--- src/rtl/mem_pkg.sv ---
// Shared definitions for the memory-access stage: opcode encodings, FSM
// state encoding and small opcode-decode helpers.
package mem_pkg;

  localparam int OPT_W = 6;

  typedef logic [OPT_W-1:0] opcode_t;

  localparam opcode_t OP_NOP = 6'd0;
  localparam opcode_t OP_LB  = 6'd1;
  localparam opcode_t OP_LH  = 6'd2;
  localparam opcode_t OP_LW  = 6'd3;
  localparam opcode_t OP_LBU = 6'd4;
  localparam opcode_t OP_LHU = 6'd5;
  localparam opcode_t OP_SB  = 6'd6;
  localparam opcode_t OP_SH  = 6'd7;
  localparam opcode_t OP_SW  = 6'd8;

  typedef enum logic [1:0] {
    S_IDLE   = 2'd0,
    S_ACCESS = 2'd1,
    S_DONE   = 2'd2
  } state_t;

  function automatic logic is_load(input opcode_t op);
    return op inside {OP_LB, OP_LH, OP_LW, OP_LBU, OP_LHU};
  endfunction

  function automatic logic is_store(input opcode_t op);
    return op inside {OP_SB, OP_SH, OP_SW};
  endfunction

  function automatic logic is_mem(input opcode_t op);
    return is_load(op) || is_store(op);
  endfunction

  // Number of bytes moved by a memory opcode (0 for non-memory ops).
  function automatic logic [2:0] byte_count(input opcode_t op);
    case (op)
      OP_LB, OP_LBU, OP_SB: return 3'd1;
      OP_LH, OP_LHU, OP_SH: return 3'd2;
      OP_LW, OP_SW:         return 3'd4;
      default:              return 3'd0;
    endcase
  endfunction

  // Index of the final byte; a 4-byte count truncates to 0 and wraps to 3.
  function automatic logic [1:0] last_idx(input opcode_t op);
    logic [2:0] n;
    n = byte_count(op);
    return n[1:0] - 2'd1;
  endfunction

endpackage

--- src/rtl/mem_load_ext.sv ---
// Width select and sign/zero extension of the byte-assembled load word.
module mem_load_ext #(
  parameter int XLEN = 32
) (
  input  logic [mem_pkg::OPT_W-1:0] op,
  input  logic [XLEN-1:0]           word,
  output logic [XLEN-1:0]           val
);
  import mem_pkg::*;

  // Pick the loaded width and extend it to XLEN.
  always_comb begin
    val = word;
    case (op)
      OP_LB:   val = {{(XLEN-8){word[7]}}, word[7:0]};
      OP_LBU:  val = {{(XLEN-8){1'b0}}, word[7:0]};
      OP_LH:   val = {{(XLEN-16){word[15]}}, word[15:0]};
      OP_LHU:  val = {{(XLEN-16){1'b0}}, word[15:0]};
      default: val = word;
    endcase
  end

endmodule

--- src/rtl/mem_stage.sv ---
// Memory-access pipeline stage. ALU results pass straight through; loads and
// stores run byte-serially against the memory controller while stall_req
// holds the front of the pipeline.
//
// Memory handshake: mc_req is the valid, mc_ack the ready. A byte transfers on
// every rising edge where mc_req, mc_ack and rdy are all high; mc_addr and
// mc_wdata stay stable until that edge and mc_rdata is sampled on it.
module mem_stage #(
  parameter int OPT_W = mem_pkg::OPT_W,
  parameter int XLEN  = 32
) (
  input  logic             clk,
  input  logic             rst,
  input  logic             rdy,
  input  logic [OPT_W-1:0] ex_inst,
  input  logic [4:0]       ex_rd,
  input  logic [XLEN-1:0]  ex_vd,
  input  logic             ex_w_enable,
  input  logic [XLEN-1:0]  ex_addr,
  input  logic             stall_hold,
  output logic             mc_req,
  output logic             mc_wr,
  output logic [XLEN-1:0]  mc_addr,
  output logic [7:0]       mc_wdata,
  input  logic             mc_ack,
  input  logic [7:0]       mc_rdata,
  output logic             stall_req,
  output logic [4:0]       wb_rd,
  output logic [XLEN-1:0]  wb_vd,
  output logic             wb_w_enable,
  output logic [1:0]       dbg_state
);
  import mem_pkg::*;

  state_t          state;
  logic [1:0]      cnt;
  opcode_t         op_c;
  opcode_t         op_q;
  logic [XLEN-1:0] base_q;
  logic [XLEN-1:0] sd_q;
  logic [XLEN-1:0] asm_q;
  logic [4:0]      rd_q;
  logic [XLEN-1:0] ld_val;

  assign op_c      = opcode_t'(ex_inst);
  assign dbg_state = state;

  mem_load_ext #(.XLEN(XLEN)) u_ext (
    .op   (op_q),
    .word (asm_q),
    .val  (ld_val)
  );

  // Transaction FSM: latch the op in IDLE, gather/issue bytes in ACCESS,
  // present the result in DONE until the downstream stage is free.
  always_ff @(posedge clk or negedge rst) begin
    if (!rst) begin
      state  <= S_IDLE;
      cnt    <= 2'd0;
      op_q   <= OP_NOP;
      base_q <= '0;
      sd_q   <= '0;
      asm_q  <= '0;
      rd_q   <= 5'd0;
    end else if (rdy) begin
      case (state)
        S_IDLE: begin
          if (is_mem(op_c)) begin
            op_q   <= op_c;
            base_q <= ex_addr;
            sd_q   <= ex_vd;
            rd_q   <= ex_rd;
            asm_q  <= '0;
            cnt    <= 2'd0;
            state  <= S_ACCESS;
          end
        end
        S_ACCESS: begin
          if (mc_ack) begin
            asm_q[{cnt, 3'b000} +: 8] <= mc_rdata;
            cnt <= cnt + 2'd1;
            if (cnt == last_idx(op_q)) state <= S_DONE;
          end
        end
        S_DONE: begin
          if (!stall_hold) state <= S_IDLE;
        end
        default: state <= S_IDLE;
      endcase
    end
  end

  // Output decode from the current state and latched transaction.
  always_comb begin
    mc_req      = 1'b0;
    mc_wr       = 1'b0;
    mc_addr     = '0;
    mc_wdata    = 8'd0;
    stall_req   = 1'b0;
    wb_rd       = ex_rd;
    wb_vd       = ex_vd;
    wb_w_enable = ex_w_enable;
    case (state)
      S_IDLE: begin
        if (is_mem(op_c)) begin
          stall_req   = 1'b1;
          wb_w_enable = 1'b0;
        end
      end
      S_ACCESS: begin
        mc_req      = 1'b1;
        mc_wr       = is_store(op_q);
        mc_addr     = base_q + XLEN'(cnt);
        if (is_store(op_q)) mc_wdata = sd_q[{cnt, 3'b000} +: 8];
        stall_req   = 1'b1;
        wb_rd       = 5'd0;
        wb_vd       = '0;
        wb_w_enable = 1'b0;
      end
      S_DONE: begin
        if (is_load(op_q)) begin
          wb_rd       = rd_q;
          wb_vd       = ld_val;
          wb_w_enable = 1'b1;
        end else begin
          wb_rd       = 5'd0;
          wb_vd       = '0;
          wb_w_enable = 1'b0;
        end
      end
      default: ;
    endcase
  end

endmodule

--- config.mk ---
export PLATFORM = sky130hd
export DESIGN_NAME = mem_stage
export DESIGN_NICKNAME = d
export VERILOG_FILES = /design/src/rtl/mem_pkg.sv /design/src/rtl/mem_load_ext.sv /design/src/rtl/mem_stage.sv
export SDC_FILE = /design/constraint.sdc
export NUM_CORES = 1
export LEC_CHECK = 0
export BUFFER_PORTS_ARGS = -buffer_cell sky130_fd_sc_hd__buf_4
export CAP_MARGIN = 30
export CORE_ASPECT_RATIO = 2
export CORE_MARGIN = 4
export CORE_UTILIZATION = 40
export DETAILED_ROUTE_END_ITERATION = 10
export GPL_TIMING_DRIVEN = 1
export PLACE_DENSITY = 0.65
export SYNTH_ARGS = -nofsm -noshare
export SYNTH_HDL_FRONTEND = slang
export SYNTH_HIERARCHICAL = 1
export SYNTH_SLANG_ARGS = --single-unit
--- constraint.sdc ---
create_clock -name clk -period 2 [get_ports clk]
set_input_delay 0.2 -clock clk [delete_from_list [all_inputs] [get_ports clk]]
set_output_delay 0.2 -clock clk [all_outputs]
set_load 0.1 [all_outputs]
# --- Word-level counts from Yosys, hierarchy flattened ---
# Memory sizes are Yosys's and may differ from the RTL's.
# Cells that the tools add are included.
op_classes:
  reduce_logical: 11
  eq_ne: 23
  n_mux: 31
  n_addsub: 4
  n_shift: 3
ops:
  columns: ["op", "n"]
  rows:
  - ["$mux W32", 4]
  - ["$pmux W32 S2", 2]
  - ["$pmux W32 S4", 1]
  - ["$eq A6 B3 Y1 const B", 8]
  - ["$add A32 B2 Y32", 1]
  - ["$bwmux W32", 1]
  - ["$shift A8 B7 Y32 const A", 1]
  - ["$shiftx A32 B6 Y8", 1]
  - ["$shiftx A8 B7 Y32", 1]
  - ["$eq A6 B2 Y1 const B", 4]
  - ["$mux W2", 10]
  - ["$mux W8", 2]
  - ["$eq A6 B1 Y1 const B", 2]
  - ["$eq A6 B4 Y1 const B", 2]
  - ["$pmux W5 S2", 1]
  - ["$reduce_bool A5 Y1", 2]
  - ["$ne A2 B2 Y1 const B", 4]
  - ["$neg A5 Y7", 1]
  - ["$pmux W2 S3", 1]
  - ["$reduce_bool A3 Y1", 2]
  - ["$mux W1", 5]
  - ["$mux W5", 1]
  - ["$reduce_and A5 Y1", 1]
  - ["$logic_not A2 Y1", 2]
  - ["other kinds (12)", 12]
totals:
  reg_bits: 111
  inputBits: 89
  n_memories: 1
  output_inout_bits: 83
  romBits: 48
memory_table:
  columns: ["memory", "words", "width", "rd", "rd_ports_with_merged_regs", "write_ports", "line", "source"]
  rows:
  - ["(no name shown)", 16, 3, 1, 0, 0, "mem_pkg.sv:39", "case (op)"]

# --- Depth between registers and ports, before layout ---
logic_depth:
  ltp_word: 10
  depth_mapped: 8
  ltp_nobuf: 7

# --- By module ---
# The synthesis kept the hierarchy.
by_module_without_submodules:
  columns: ["module", "instances", "area_per_inst_um2", "seq_area_each_um2", "cells_each"]
  rows:
  - ["mem_stage", 1, 5979.5, 2777.7, 614]
  - ["mem_load_ext", 1, 430.4, 0.0, 56]

# --- Worst setup path after synthesis ---
# OpenSTA, ideal clock, no wires.
synth_timing:
  kind: "reg-to-output"
  startpoint: "reg state[0] (netlist: dbg_state[0])"
  endpoint: "out mc_addr[10]"
  setup_slack_ns: -2.235
  arrival_time_ns: 4.035
  stages_incl_launch_ff: 6
  path_cell_list: "dfrtp_1 ha_1 inv_1 clkbuf_1 clkbuf_1 a21oi_1"
synth_between:
  elab_chain_cells: 2
synth_lines:
  columns: ["element", "line", "source"]
  rows:
  - ["from (decl)", "mem_stage.sv:35", "state_t state;"]
  - ["from (signal assigned)", "mem_stage.sv:58", "state <= S_IDLE;"]
  - ["from (signal assigned)", "mem_stage.sv:75", "state <= S_ACCESS;"]
  - ["from (signal assigned)", "mem_stage.sv:82", "if (cnt == last_idx(op_q)) state <= S_DONE;"]
  - ["$eq A2 B1 Y1", "mem_stage.sv:103", "case (state)"]
  - ["$mux W32", "mem_stage.sv:103", null]
  - ["to (decl)", "mem_stage.sv:23", "output logic [XLEN-1:0] mc_addr,"]
# Every way passes these cells.

# --- Final worst setup path ---
layout_timing:
  startpoint: "reg base_q[11]"
  endpoint: "out mc_addr[17]"
layout_between:
  elab_chain_cells: 2
layout_lines:
  columns: ["element", "line", "source"]
  rows:
  - ["from (decl)", "mem_stage.sv:39", "logic [XLEN-1:0] base_q;"]
  - ["from (signal assigned)", "mem_stage.sv:70", "base_q <= ex_addr;"]
  - ["$add A32 B2 Y32", "mem_stage.sv:113", "mc_addr = base_q + XLEN'(cnt);"]
  - ["$mux W32", "mem_stage.sv:103", null]
# Every way passes these cells.

==> results.json <==
{
  "synth-seq-area-share_pct": 43.33,
  "pin_count": 172,
  "top_usage_layer": "met2",
  "cts_sinks": 111,
  "cts_tree": "done",
  "firstDrtPassIters": 5,
  "place.gp.congestion": 0.8682,
  "nets": 1052,
  "violations": "setup timing",
  "vias": 6535,
  "clkSlewWorstSetupHoldPaths_ns": 0.08,
  "tns_ns": -33.17,
  "syn-instance-count": 670,
  "rows": 65,
  "max_freq_ghz": 0.3706,
  "ys_seq_elements": 111,
  "crit_fanout": 9,
  "drcViolationCount": 0,
  "rsz0062_at_grt": "true",
  "grt-ovfl-total": 0,
  "drv_slew": 0,
  "drt_iter0_markers": 348,
  "yosys.area.top_type": "dfrtp_1",
  "placed_area_mm2": 0.009746,
  "synth_nets": 770,
  "skew_ns": 0.01441,
  "async_flop_share_pct": 100.0,
  "synth_cell_types": 53,
  "die_width_um": 97.51,
  "power.leakage_nw": 5.846,
  "p_per_area_mw_per_mm2": 1874,
  "relSlewSlack_pct": 68.70,
  "wl_um": 26450,
  "fin_crit_sh_pct": 134.9,
  "max_cap_violations": 0,
  "drive_gt1_share_pct": 63.11,
  "die-area_mm2": 0.01824,
  "dp_slack_ns": -0.3483,
  "grtUsageMet2_pct": 52.96,
  "area_growth_syn_to_layout_pct": 96.19,
  "syn_area_mm2": 0.006410,
  "antenna_found_initial": 0,
  "min_period_ns": 2.698,
  "worst-setup-path-type": "reg2out",
  "hpwl_um": 17400,
  "n_antenna_cell": 0,
  "hold_violations": 0,
  "synth_edf_count": 0,
  "clk_latency_ns": 0.36,
  "setup_viol": 78,
  "start_util_pct": 40.63,
  "peakVddDrop_mv": 1.820,
  "fin_hold_ws_ns": 0.07296,
  "viasPerCell": 5.643,
  "grt_max_degree": 76,
  "coreArea_mm2": 0.01578,
  "synth_top_flop_cell": "dfrtp_1",
  "design_area_mm2": 0.01258,
  "io_buffers": 171,
  "ys_warn_count": 6,
  "layout_setup_ws_ns": -0.6983,
  "htree_num_levels": 3,
  "hold_path_class": "in2reg",
  "synthDominantCellAreaShare_pct": 43.33,
  "synthTopCellsByArea": "dfrtp_1 43%, mux2_2 6.3%, nand2_1 5.3%, a22o_1 4.5%, o21ai_0 3.7%",
  "grt_pass1_vias": 7235,
  "gr-usage-met3_pct": 3.621,
  "worstPathRequired_ns": 1.80,
  "clk_path_buf_depth": 2,
  "critPathLaunchType": "flip-flop",
  "die_h_um": 187.0,
  "p_total_w": 0.02356,
  "endpoint_kind": "primary output",
  "grt_usage_pct": 27.89,
  "cp.arrival_ns": 2.50,
  "cts_inserted_buffers": 9,
  "grt_util_met1_pct": 28.65,
  "grt_pass1_wl_um": 39990,
  "wire_per_inst_um": 22.84,
  "antenna_left": 0,
  "status": "finished, violations left",
  "cts_root_buffer": "clkbuf_16",
  "avgSynthCellArea_um2": 9.567,
  "worst_slew_pin_slew_ns": 0.4655
}
[sequential cells by signal, indices dropped and copies added, names as in the netlist]
| register | flops |
|---|---|
| dbg_state | 2 |
| base_q | 32 |
| sd_q | 32 |
| op_q | 6 |
| rd_q | 5 |
| cnt | 2 |
| asm_q | 32 |
[synthesized netlist by cell type, drive strengths merged, types with 8 or more instances]
library cell    n
a211o           9
a21o           17
a22o           33
and3            9
buf            25
clkbuf         25
dfrtp         111
ha             10
inv            52
mux2           36
mux4            8
nand2          91
nand3          15
nor2           30
nor2b           9
nor3           15
nor4           10
o21ai          48
o22ai          37
xnor2          19
[layer usage]
| layer | up-vias | wire length [µm] |
|---|---|---|
| li1 | 2933 | - |
| met4 | 0 | 1716 |
| met1 | 3229 | 8439 |
| met2 | 281 | 15140 |
| met3 | 92 | 1156 |
| met5 | - | 0 |
[worst paths after layout]
kind	slack [ns]	depth (start not counted)	start	to
hold / removal	0.07	2	ex_addr[26]	base_q[26]$_DFFE_PN0P_
setup reg to reg	0.05	11	dbg_state[1]$_DFFE_PN0P_	cnt[1]$_DFFE_PN0P_
setup / recovery	-0.70	6	base_q[11]$_DFFE_PN0P_	mc_addr[17]
max in group asynchronous	1.14	3	rst	dbg_state[0]$_DFFE_PN0P_
hold reg to reg	0.48	2	sd_q[9]$_DFFE_PN0P_	sd_q[9]$_DFFE_PN0P_
min in group asynchronous	0.20	2	rst	base_q[4]$_DFFE_PN0P_
[repair_timing]
action                                 CTS  global route
endpoints found under the hold margin  111             0
setup buffers                           34            16
gates resized for setup                348            67
hold buffers                             1             0
gates cloned                             8             1
pin swaps                               65            46
setup endpoints to repair              111           113
[through the flow]
stage	util, %	cells
CTS	76.71	1145
finish	79.71	1158
floorplan	-	670
global route	79.71	1158
global placement	61.77	1086
detailed placement	61.77	1086
[area by class of cell]
| type | count | area (µm²) |
|---|---|---|
| clock buffer | 10 | 239.0 |
| clock inverter | 6 | 55.05 |
| fill | 881 | 3202 |
| inverter | 52 | 209.0 |
| multi-input combinational | 457 | 4997 |
| sequential | 111 | 2794 |
| tap | 201 | 251.5 |
| timing repair buffer | 321 | 4030 |
[layout by cell type (no fill, tap or decap), types with 5 or more instances in the layout]
cell type / instances
buf_6: 27
nor3_4: 15
nor2b_4: 8
nand2_2: 8
a21oi_4: 6
nand4_1: 6
nand2_1: 55
buf_4: 177
clkbuf_16: 10
nor2_4: 25
mux4_2: 8
ha_4: 6
dfrtp_2: 7
xnor2_2: 15
buf_16: 9
or3_4: 5
a22o_1: 33
inv_1: 48
nor4_4: 6
nand2_4: 27
mux2_2: 36
and3_1: 9
nand3_1: 8
buf_12: 101
nand3_4: 5
a211o_1: 9
dfrtp_1: 102
xor2_2: 5
a21o_4: 12
o22ai_4: 37
o21ai_0: 39
[critical path, stage by stage, from the launching register on]
cell and delay [ns]:
dfrtp_1 0.38, nand4_1 0.24, or4_4 0.56, buf_6 0.17, or3_1 0.41, a21oi_4 0.19
buf_12 0.19
[cell families (layout without fill, tap and decap cells)]
kind of cell | after synthesis | in the layout | synth area share [%]
simple gates | 215 | 215 | 17.41
buf+inv | 102 | 389 | 6.930
xor+xnor | 25 | 25 | 3.416
fa+ha+maj | 11 | 11 | 2.264
flops | 111 | 111 | 43.33
compound gates | 161 | 161 | 17.35
mux | 45 | 45 | 9.291
[power by group]
part / total [W] / internal, W / switching, W
clock network: 0.00181 / 0.000902 / 0.000909
registers: 0.00375 / 0.00309 / 0.000656
logic: 0.0180 / 0.00737 / 0.0106
Note: power is estimated with default switching activity, not from simulation.
